[src/rtl/mem_read_sequencer_if.sv]
// Memory-side bus between the read sequencer (master) and the cache/memory (slave).
// WORD_LENGTH defaults to 32 when the build does not provide it.
`ifndef WORD_LENGTH
`define WORD_LENGTH 32
`endif

// Handshake: the master holds address for a whole cycle; hit acts as the
// acceptance strobe, and mem_out is valid only in a cycle where hit is high.
interface mem_read_sequencer_if;
    logic [14:0]             address;
    logic                    hit;
    logic [`WORD_LENGTH-1:0] mem_out;

    modport master (output address, input hit, input mem_out);
    modport slave  (input address, output hit, output mem_out);
endinterface

[src/rtl/mem_read_sequencer.sv]
// Walks a run of word addresses, retries misses, tallies first-try hits/misses and a checksum.
// Optional macro MEM_SEQ_STRIDE_EN adds a stride_i input sampled at start (default increment 1).
`ifndef WORD_LENGTH
`define WORD_LENGTH 32
`endif

module mem_read_sequencer #(
    parameter int COUNT_W     = 16,
    parameter int REFILL_WAIT = 0,
    parameter int MAX_RETRY   = 4
) (
    input  logic                    clk,
    input  logic                    rst,
    input  logic                    start_i,
    input  logic [14:0]             base_addr_i,
    input  logic [COUNT_W-1:0]      count_i,
`ifdef MEM_SEQ_STRIDE_EN
    input  logic [14:0]             stride_i,
`endif
    mem_read_sequencer_if.master    mem,
    output logic                    busy_o,
    output logic                    done_o,
    output logic                    err_o,
    output logic [COUNT_W-1:0]      hit_count_o,
    output logic [COUNT_W-1:0]      miss_count_o,
    output logic [`WORD_LENGTH-1:0] last_data_o,
    output logic [`WORD_LENGTH-1:0] checksum_o,
    output logic [1:0]              state_o
);
    localparam int WORD_W  = `WORD_LENGTH;
    localparam int RETRY_W = $clog2(MAX_RETRY + 1);
    localparam int WAIT_W  = (REFILL_WAIT > 1) ? $clog2(REFILL_WAIT + 1) : 1;

    typedef enum logic [1:0] {S_IDLE, S_ISSUE, S_WAIT, S_DONE} state_t;

    state_t               state_q, state_d;
    logic [14:0]          addr_q, addr_d;
    logic [COUNT_W-1:0]   remaining_q, remaining_d;
    logic [RETRY_W-1:0]   retry_q, retry_d;
    logic [WAIT_W-1:0]    wait_q, wait_d;
    logic                 first_try_q, first_try_d;
    logic [COUNT_W-1:0]   hit_cnt_q, hit_cnt_d;
    logic [COUNT_W-1:0]   miss_cnt_q, miss_cnt_d;
    logic [WORD_W-1:0]    last_q, last_d;
    logic [WORD_W-1:0]    csum_q, csum_d;
    logic                 err_q, err_d;
    logic [14:0]          addr_step;

`ifdef MEM_SEQ_STRIDE_EN
    logic [14:0] stride_q, stride_d;
    assign addr_step = stride_q;
`else
    assign addr_step = 15'd1;
`endif

    function automatic logic [COUNT_W-1:0] sat_inc(input logic [COUNT_W-1:0] v, input logic en);
        return (en && (v != {COUNT_W{1'b1}})) ? v + 1'b1 : v;
    endfunction

    always_ff @(posedge clk) begin
        if (rst) begin
            state_q     <= S_IDLE;
            addr_q      <= '0;
            remaining_q <= '0;
            retry_q     <= '0;
            wait_q      <= '0;
            first_try_q <= 1'b0;
            hit_cnt_q   <= '0;
            miss_cnt_q  <= '0;
            last_q      <= '0;
            csum_q      <= '0;
            err_q       <= 1'b0;
`ifdef MEM_SEQ_STRIDE_EN
            stride_q    <= '0;
`endif
        end else begin
            state_q     <= state_d;
            addr_q      <= addr_d;
            remaining_q <= remaining_d;
            retry_q     <= retry_d;
            wait_q      <= wait_d;
            first_try_q <= first_try_d;
            hit_cnt_q   <= hit_cnt_d;
            miss_cnt_q  <= miss_cnt_d;
            last_q      <= last_d;
            csum_q      <= csum_d;
            err_q       <= err_d;
`ifdef MEM_SEQ_STRIDE_EN
            stride_q    <= stride_d;
`endif
        end
    end

    always_comb begin
        state_d     = state_q;
        addr_d      = addr_q;
        remaining_d = remaining_q;
        retry_d     = retry_q;
        wait_d      = wait_q;
        first_try_d = first_try_q;
        hit_cnt_d   = hit_cnt_q;
        miss_cnt_d  = miss_cnt_q;
        last_d      = last_q;
        csum_d      = csum_q;
        err_d       = err_q;
`ifdef MEM_SEQ_STRIDE_EN
        stride_d    = stride_q;
`endif
        case (state_q)
            S_IDLE: begin
                if (start_i) begin
                    hit_cnt_d  = '0;
                    miss_cnt_d = '0;
                    last_d     = '0;
                    csum_d     = '0;
                    err_d      = 1'b0;
                    if (count_i != '0) begin
                        addr_d      = base_addr_i;
                        remaining_d = count_i;
                        first_try_d = 1'b1;
                        retry_d     = '0;
`ifdef MEM_SEQ_STRIDE_EN
                        stride_d    = stride_i;
`endif
                        state_d     = S_ISSUE;
                    end else begin
                        state_d = S_DONE;
                    end
                end
            end
            S_ISSUE: begin
                if (mem.hit) begin
                    csum_d    = csum_q + mem.mem_out;
                    last_d    = mem.mem_out;
                    hit_cnt_d = sat_inc(hit_cnt_q, first_try_q);
                    if (remaining_q == COUNT_W'(1)) begin
                        state_d = S_DONE;
                    end else begin
                        remaining_d = remaining_q - 1'b1;
                        addr_d      = addr_q + addr_step;
                        first_try_d = 1'b1;
                        retry_d     = '0;
                    end
                end else begin
                    miss_cnt_d  = sat_inc(miss_cnt_q, first_try_q);
                    first_try_d = 1'b0;
                    retry_d     = retry_q + 1'b1;
                    // This miss is the MAX_RETRY-th in a row on the same address.
                    if (retry_q == RETRY_W'(MAX_RETRY - 1)) begin
                        err_d   = 1'b1;
                        state_d = S_DONE;
                    end else if (REFILL_WAIT > 0) begin
                        wait_d  = WAIT_W'(REFILL_WAIT);
                        state_d = S_WAIT;
                    end
                end
            end
            S_WAIT: begin
                wait_d = wait_q - 1'b1;
                if (wait_q <= WAIT_W'(1)) state_d = S_ISSUE;
            end
            S_DONE: state_d = S_IDLE;
            default: state_d = S_IDLE;
        endcase
    end

    assign mem.address  = addr_q;
    assign busy_o       = (state_q == S_ISSUE) || (state_q == S_WAIT);
    assign done_o       = (state_q == S_DONE);
    assign err_o        = err_q;
    assign hit_count_o  = hit_cnt_q;
    assign miss_count_o = miss_cnt_q;
    assign last_data_o  = last_q;
    assign checksum_o   = csum_q;
    assign state_o      = state_q;
endmodule

[src/flat_wrapper.sv]
// flat-port wrapper written by rule: the top's interface ports become plain ports
module mem_read_sequencer_flat 
#(
    parameter int COUNT_W     = 16,
    parameter int REFILL_WAIT = 0,
    parameter int MAX_RETRY   = 4
)
  (clk, rst, start_i, base_addr_i, count_i, busy_o, done_o, err_o, hit_count_o, miss_count_o, last_data_o, checksum_o, state_o, mem_address, mem_hit, mem_mem_out);
  mem_read_sequencer_if mem_i ();
  input  logic clk;
  input  logic rst;
  input  logic start_i;
  input  logic [14:0] base_addr_i;
  input  logic [COUNT_W-1:0] count_i;
  output logic busy_o;
  output logic done_o;
  output logic err_o;
  output logic [COUNT_W-1:0] hit_count_o;
  output logic [COUNT_W-1:0] miss_count_o;
  output logic [`WORD_LENGTH-1:0] last_data_o;
  output logic [`WORD_LENGTH-1:0] checksum_o;
  output logic [1:0] state_o;
  output wire logic [$bits(mem_i.address)-1:0] mem_address;
  input wire logic [$bits(mem_i.hit)-1:0] mem_hit;
  input wire logic [$bits(mem_i.mem_out)-1:0] mem_mem_out;
  assign mem_address = mem_i.address;
  assign mem_i.hit = mem_hit;
  assign mem_i.mem_out = mem_mem_out;
  mem_read_sequencer #(.COUNT_W(COUNT_W), .REFILL_WAIT(REFILL_WAIT), .MAX_RETRY(MAX_RETRY)) u_core (.clk(clk), .rst(rst), .start_i(start_i), .base_addr_i(base_addr_i), .count_i(count_i), .mem(mem_i), .busy_o(busy_o), .done_o(done_o), .err_o(err_o), .hit_count_o(hit_count_o), .miss_count_o(miss_count_o), .last_data_o(last_data_o), .checksum_o(checksum_o), .state_o(state_o));
endmodule
[config.mk]
export PLATFORM = sky130hd
export DESIGN_NAME = mem_read_sequencer_flat
export DESIGN_NICKNAME = d
export VERILOG_FILES = /design/src/rtl/mem_read_sequencer_if.sv /design/src/rtl/mem_read_sequencer.sv /design/src/flat_wrapper.sv
export SDC_FILE = /design/constraint.sdc
export NUM_CORES = 1
export LEC_CHECK = 0
export ABC_CLOCK_PERIOD_IN_PS = 2700
export CORE_UTILIZATION = 45
export DETAILED_ROUTE_END_ITERATION = 6
export GPL_TIMING_DRIVEN = 0
export PLACE_DENSITY = 0.76
export SETUP_SLACK_MARGIN = 0.5
export SLEW_MARGIN = 0
export SYNTH_ARGS = -nofsm -noshare
export SYNTH_HDL_FRONTEND = slang
export SYNTH_SLANG_ARGS = --single-unit
export TNS_END_PERCENT = 100
[constraint.sdc]
create_clock -name clk -period 2.7 [get_ports clk]
set_input_delay 0.405 -clock clk [delete_from_list [all_inputs] [get_ports clk]]
set_output_delay 0.405 -clock clk [all_outputs]
set_load 0.02 [all_outputs]
==> summary.md, run 1 <==
| Metric | Value |
|---|---|
| Outcome | finished, final reports clean |
| Final Max Slew Viols | 0 |
| Setup TNS Final | 0 ns |
| Final RePlAce weighted congestion | around 0.88 |
| Yosys top cell area share | 35.4% |
| R2r endpoint | u_core.checksum_o[22]$_SDFFE_PP0P_ |
| Initial antenna violation count | 1 |
| Slowest Stage Delay on Critical Path | roughly 0.37 ns |
| Worst Hold End | u_core.last_data_o[20]$_SDFFE_PP0P_ |
| CP max stage cell | fa_2 |
| Seq cells post-synth | 134 |
| Hold_sp | mem_mem_out[20] |
| Mapped cell area | 7590 um2 |
| Most frequent cell after synthesis | dfxtp_1 |
| F_max | just under 400 MHz |
| Clock skew | ~0.0096 ns |
| TritonCTS clock tree | yes |
| Number of flops mapped to enable cells by yosys | 0 |
| Placed inst area | approximately 9900 um2 |
| Area leader, netlist | dfxtp_1 |
| Worst reg2reg path startpoint | u_core.checksum_o[0]$_SDFFE_PP0P_ |
| Global route total overflow | 0 |
| First-pass GRT wire length | approximately 40000 um |
| Die height | around 130 um |
| Area Growth Syn to Fin | 60.5% |
| Critical path startpoint category | flop |
| Layout cells sized above 1 | 24.5% |
| Pleak | about 4.8 nW |
| Crit end category | flop |
| FFs w/ async S/R, synth | 0% |
| Top cell family by delay on the critical path | compound AO/OA/AOI/OAI gates |
| Logic pwr share | ~45% |
| Final cycle utilization of the critical path | a little over nine tenths |
| FP Rows | 47 |
| Sw Pwr | 0.00348 W |
| Measured slew at the worst slew-check pin | 0.700 ns |
| RSZ-0062 raised after global routing | yes |
| Crit Path Max Fanout | 4 |
| Pre-CTS WS | -0.609 ns |
| Sequential-to-total area share from yosys stat | between 30% and 40% |
| Number of top-level pins | roughly 180 |
| Max cap viols | 0 |
| CP startpoint | u_core.checksum_o[0]$_SDFFE_PP0P_ |
| Final Util | 73.7% |
| Tot Pwr | between 0.009 and 0.01 W |
| Number of global-route vias before repair | approximately 7800 |
| Top post-synthesis cells by area | dfxtp_1 35%, ha_1 7.1%, nor2_1 6.5%, a22oi_1 5.6%, nand2_1 4.3% |
| Largest net degree at the start of global routing | 17 |
| Top cells by instance count after synthesis | 134 x dfxtp_1, 131 x nor2_1, 87 x nand2_1 |
| Setup Crit Path Kind | flop to flop |
| Sw Share | roughly two fifths |
| Inserted Clock Buffers | 17 |
| Worst Setup Slack, final | ~0.11 ns |
| Core area | between 15000 and 20000 um2 |
| Cell depth of the worst min-delay path | 3 |
| Tmin final | roughly 2.6 ns |
| # nets final | between 1000 and 1500 |
| Worst vdd ir | approximately 0.56 mV |
| Crit path DAT | 2.89 ns |
| WL final | 27700 um |
| Sequential power share | ~28% |
| Top_reg_cell synth | dfxtp_1 |
| Most used cell, CP | a31oi_4 |
| Starting density of the core | approximately 46% |
| Power share of the clock group | 27.3% |
| Via/cell ratio | 5.96 |
| Worst min path class | input pin to flop |
| Clock Sink Count | 134 |
| Slew Limit Headroom | 53.3% |
| Worst skew pair latency | 0.43 ns |
| Number of nets still failing antenna checks after routing | 0 |
| Dpl hpwl | 16300 um |
| R2R depth | 13 |
| Syn_nets | 1051 |
| TritonRoute pass-1 iters | 7 |
| Die Area | ~17000 um2 |
| Port buffer count | between 150 and 200 |
| Power per cell area | 745 nW/um2 |
| Synth warnings | 0 |
| Number of unique standard cell types used by synthesis | 66 |
| Final setup fails | 0 |
| Worst path bufs/invs | 2 |
| Internal power | 0.00559 W |
| H-Tree Depth | 4 |
| Synthesized area per cell | about 8.1 um2 |
| Initial DRC Count | about 800 |
| CTS Root Cell | clkbuf_16 |
| Wirelength per Cell | ~19 um |
| Die W | roughly 130 um |
| GRT Util Overall | 27.8% |
| DRC | 0 |
| Vias | 8659 |
| CP Cell Sequence | ha_4, inv_2, fa_2, nor2b_4, o211ai_4, a31oi_4, a31oi_4, o21ai_4, a31oi_4, buf_12, o41ai_4, xnor2_1, o21ai_1 |
| Post-route cell area | roughly 12000 um2 |
| Clk slew on worst S/H paths | ~0.060 ns |
| Flop2flop setup slack | 0.11 ns |
| Final hold vios | 0 |
| Clk buf depth | 2 |
| Gate count after technology mapping | 940 |
| Required @ worst endpoint | around 3.0 ns |
-- layout by cell type, fill, tap and decap left out, types with 19 or more instances in the layout --
cell / Yosys / final
clkdlybuf4s50_1: 0 / 162
dfxtp_1: 134 / 122
nor2_1: 131 / 121
nand2_1: 87 / 82
buf_4: 2 / 66
a21oi_1: 60 / 49
a22oi_1: 57 / 46
nand3_1: 36 / 30
xor2_1: 29 / 29
o21ai_0: 44 / 27
a21o_1: 24 / 23
clkbuf_16: 0 / 22
ha_1: 43 / 21
ha_4: 0 / 21
inv_1: 23 / 19
xnor2_1: 23 / 19
-- layer usage --
metal | global-route usage, % | vias to the layer above | wire length [um]
met4 | 12.0 | 0 | 980
met2 | 47.9 | 484 | 13800
met1 | 33.9 | 4123 | 10900
li1 | - | 3950 | -
met5 | 0 | - | 0
met3 | 5.07 | 102 | 2010
-- how the worst max path moves through the flow --
stage / to / slack, ns / cells after the start
4_1_cts: u_core.checksum_o[26]$_SDFFE_PP0P_ / 0.13 / 12
3_5_place_dp: u_core.checksum_o[24]$_SDFFE_PP0P_ / -0.61 / 13
6_report: u_core.checksum_o[22]$_SDFFE_PP0P_ / 0.11 / 13
3_3_place_gp: u_core.checksum_o[22]$_SDFFE_PP0P_ / -0.60 / 13
5_1_grt: u_core.checksum_o[22]$_SDFFE_PP0P_ / 0.02 / 13
2_1_floorplan: u_core.checksum_o[26]$_SDFFE_PP0P_ / 0.21 / 12
-- area by class of cell --
class | count | area (um2)
sequential | 134 | 2720
timing repair buffer | 259 | 2520
fill | 1177 | 4350
multi-input combinational | 732 | 5560
buffer | 51 | 379
antenna | 2 | 5.00
inverter | 23 | 104
clock inverter | 13 | 151
tap | 220 | 275
clock buffer | 19 | 464
-- repair_timing --
item | CTS | global route
endpoints found under the setup margin | 116 | 117
buffers inserted | 42 | 30
pin swaps | 43 | 74
cloned | 0 | 5
gates resized for setup | 115 | 146
hold buffers | 0 | 0
-- sequential cells by signal, summed over array words and instances (netlist names) --
signal	flops
u_core.first_try_q	1
u_core.checksum_o	32
u_core.miss_count_o	16
u_core.state_o	2
u_core.remaining_q	16
u_core.err_o	1
u_core.retry_q	3
u_core.last_data_o	32
u_core.hit_count_o	16
u_core.mem.address	15
-- power groups by stage --
stage / Clock (W) / Sequential [W] / Combinational [W]
2_1_floorplan: 0 / 0.00264 / 0.00171
3_3_place_gp: 0 / 0.00250 / 0.00278
3_5_place_dp: 0 / 0.00251 / 0.00282
4_1_cts: 0.00246 / 0.00247 / 0.00320
5_1_grt: 0.00256 / 0.00254 / 0.00432
6_report: 0.00247 / 0.00252 / 0.00407
-- worst register-to-register path, stage by stage (launching register included) --
cell,delay (ns)
dfxtp_4,0.36
ha_4,0.13
inv_2,0.03
fa_2,0.37
nor2b_4,0.17
o211ai_4,0.11
a31oi_4,0.19
a31oi_4,0.12
o21ai_4,0.19
a31oi_4,0.16
buf_12,0.16
o41ai_4,0.25
xnor2_1,0.16
o21ai_1,0.07
-- kinds of logic (layout without fill, tap and decap cells) --
logic type	Yosys count	count (layout)	share of synthesized area [%]
other	0	2	0
AO/OA/AOI/OAI	265	265	23.7
adder cells (fa/ha/maj)	44	44	7.35
XOR/XNOR	52	52	6.00
flip-flops	134	134	35.4
buffers and inverters	74	365	3.91
AND/OR/NAND/NOR	360	360	22.2
multiplexers	11	11	1.45
-- stage by stage --
| stage | hold slack, ns | cells |
|---|---|---|
| 6_report | 0.304 | 1453 |
| 5_1_grt | 0.324 | 1452 |
| 4_1_cts | 0.384 | 1416 |
| 3_5_place_dp | 0.464 | 1342 |
| 3_3_place_gp | 0.464 | 1342 |
| 2_1_floorplan | 0.448 | 940 |
(Power assumes the default switching activity.)
==> run 2: changes to the inputs <==
- SLEW_MARGIN: 0 -> unset
==> results of run 2 <==
Same layout as run 1: the final DEF is identical, and so are final timing and power.
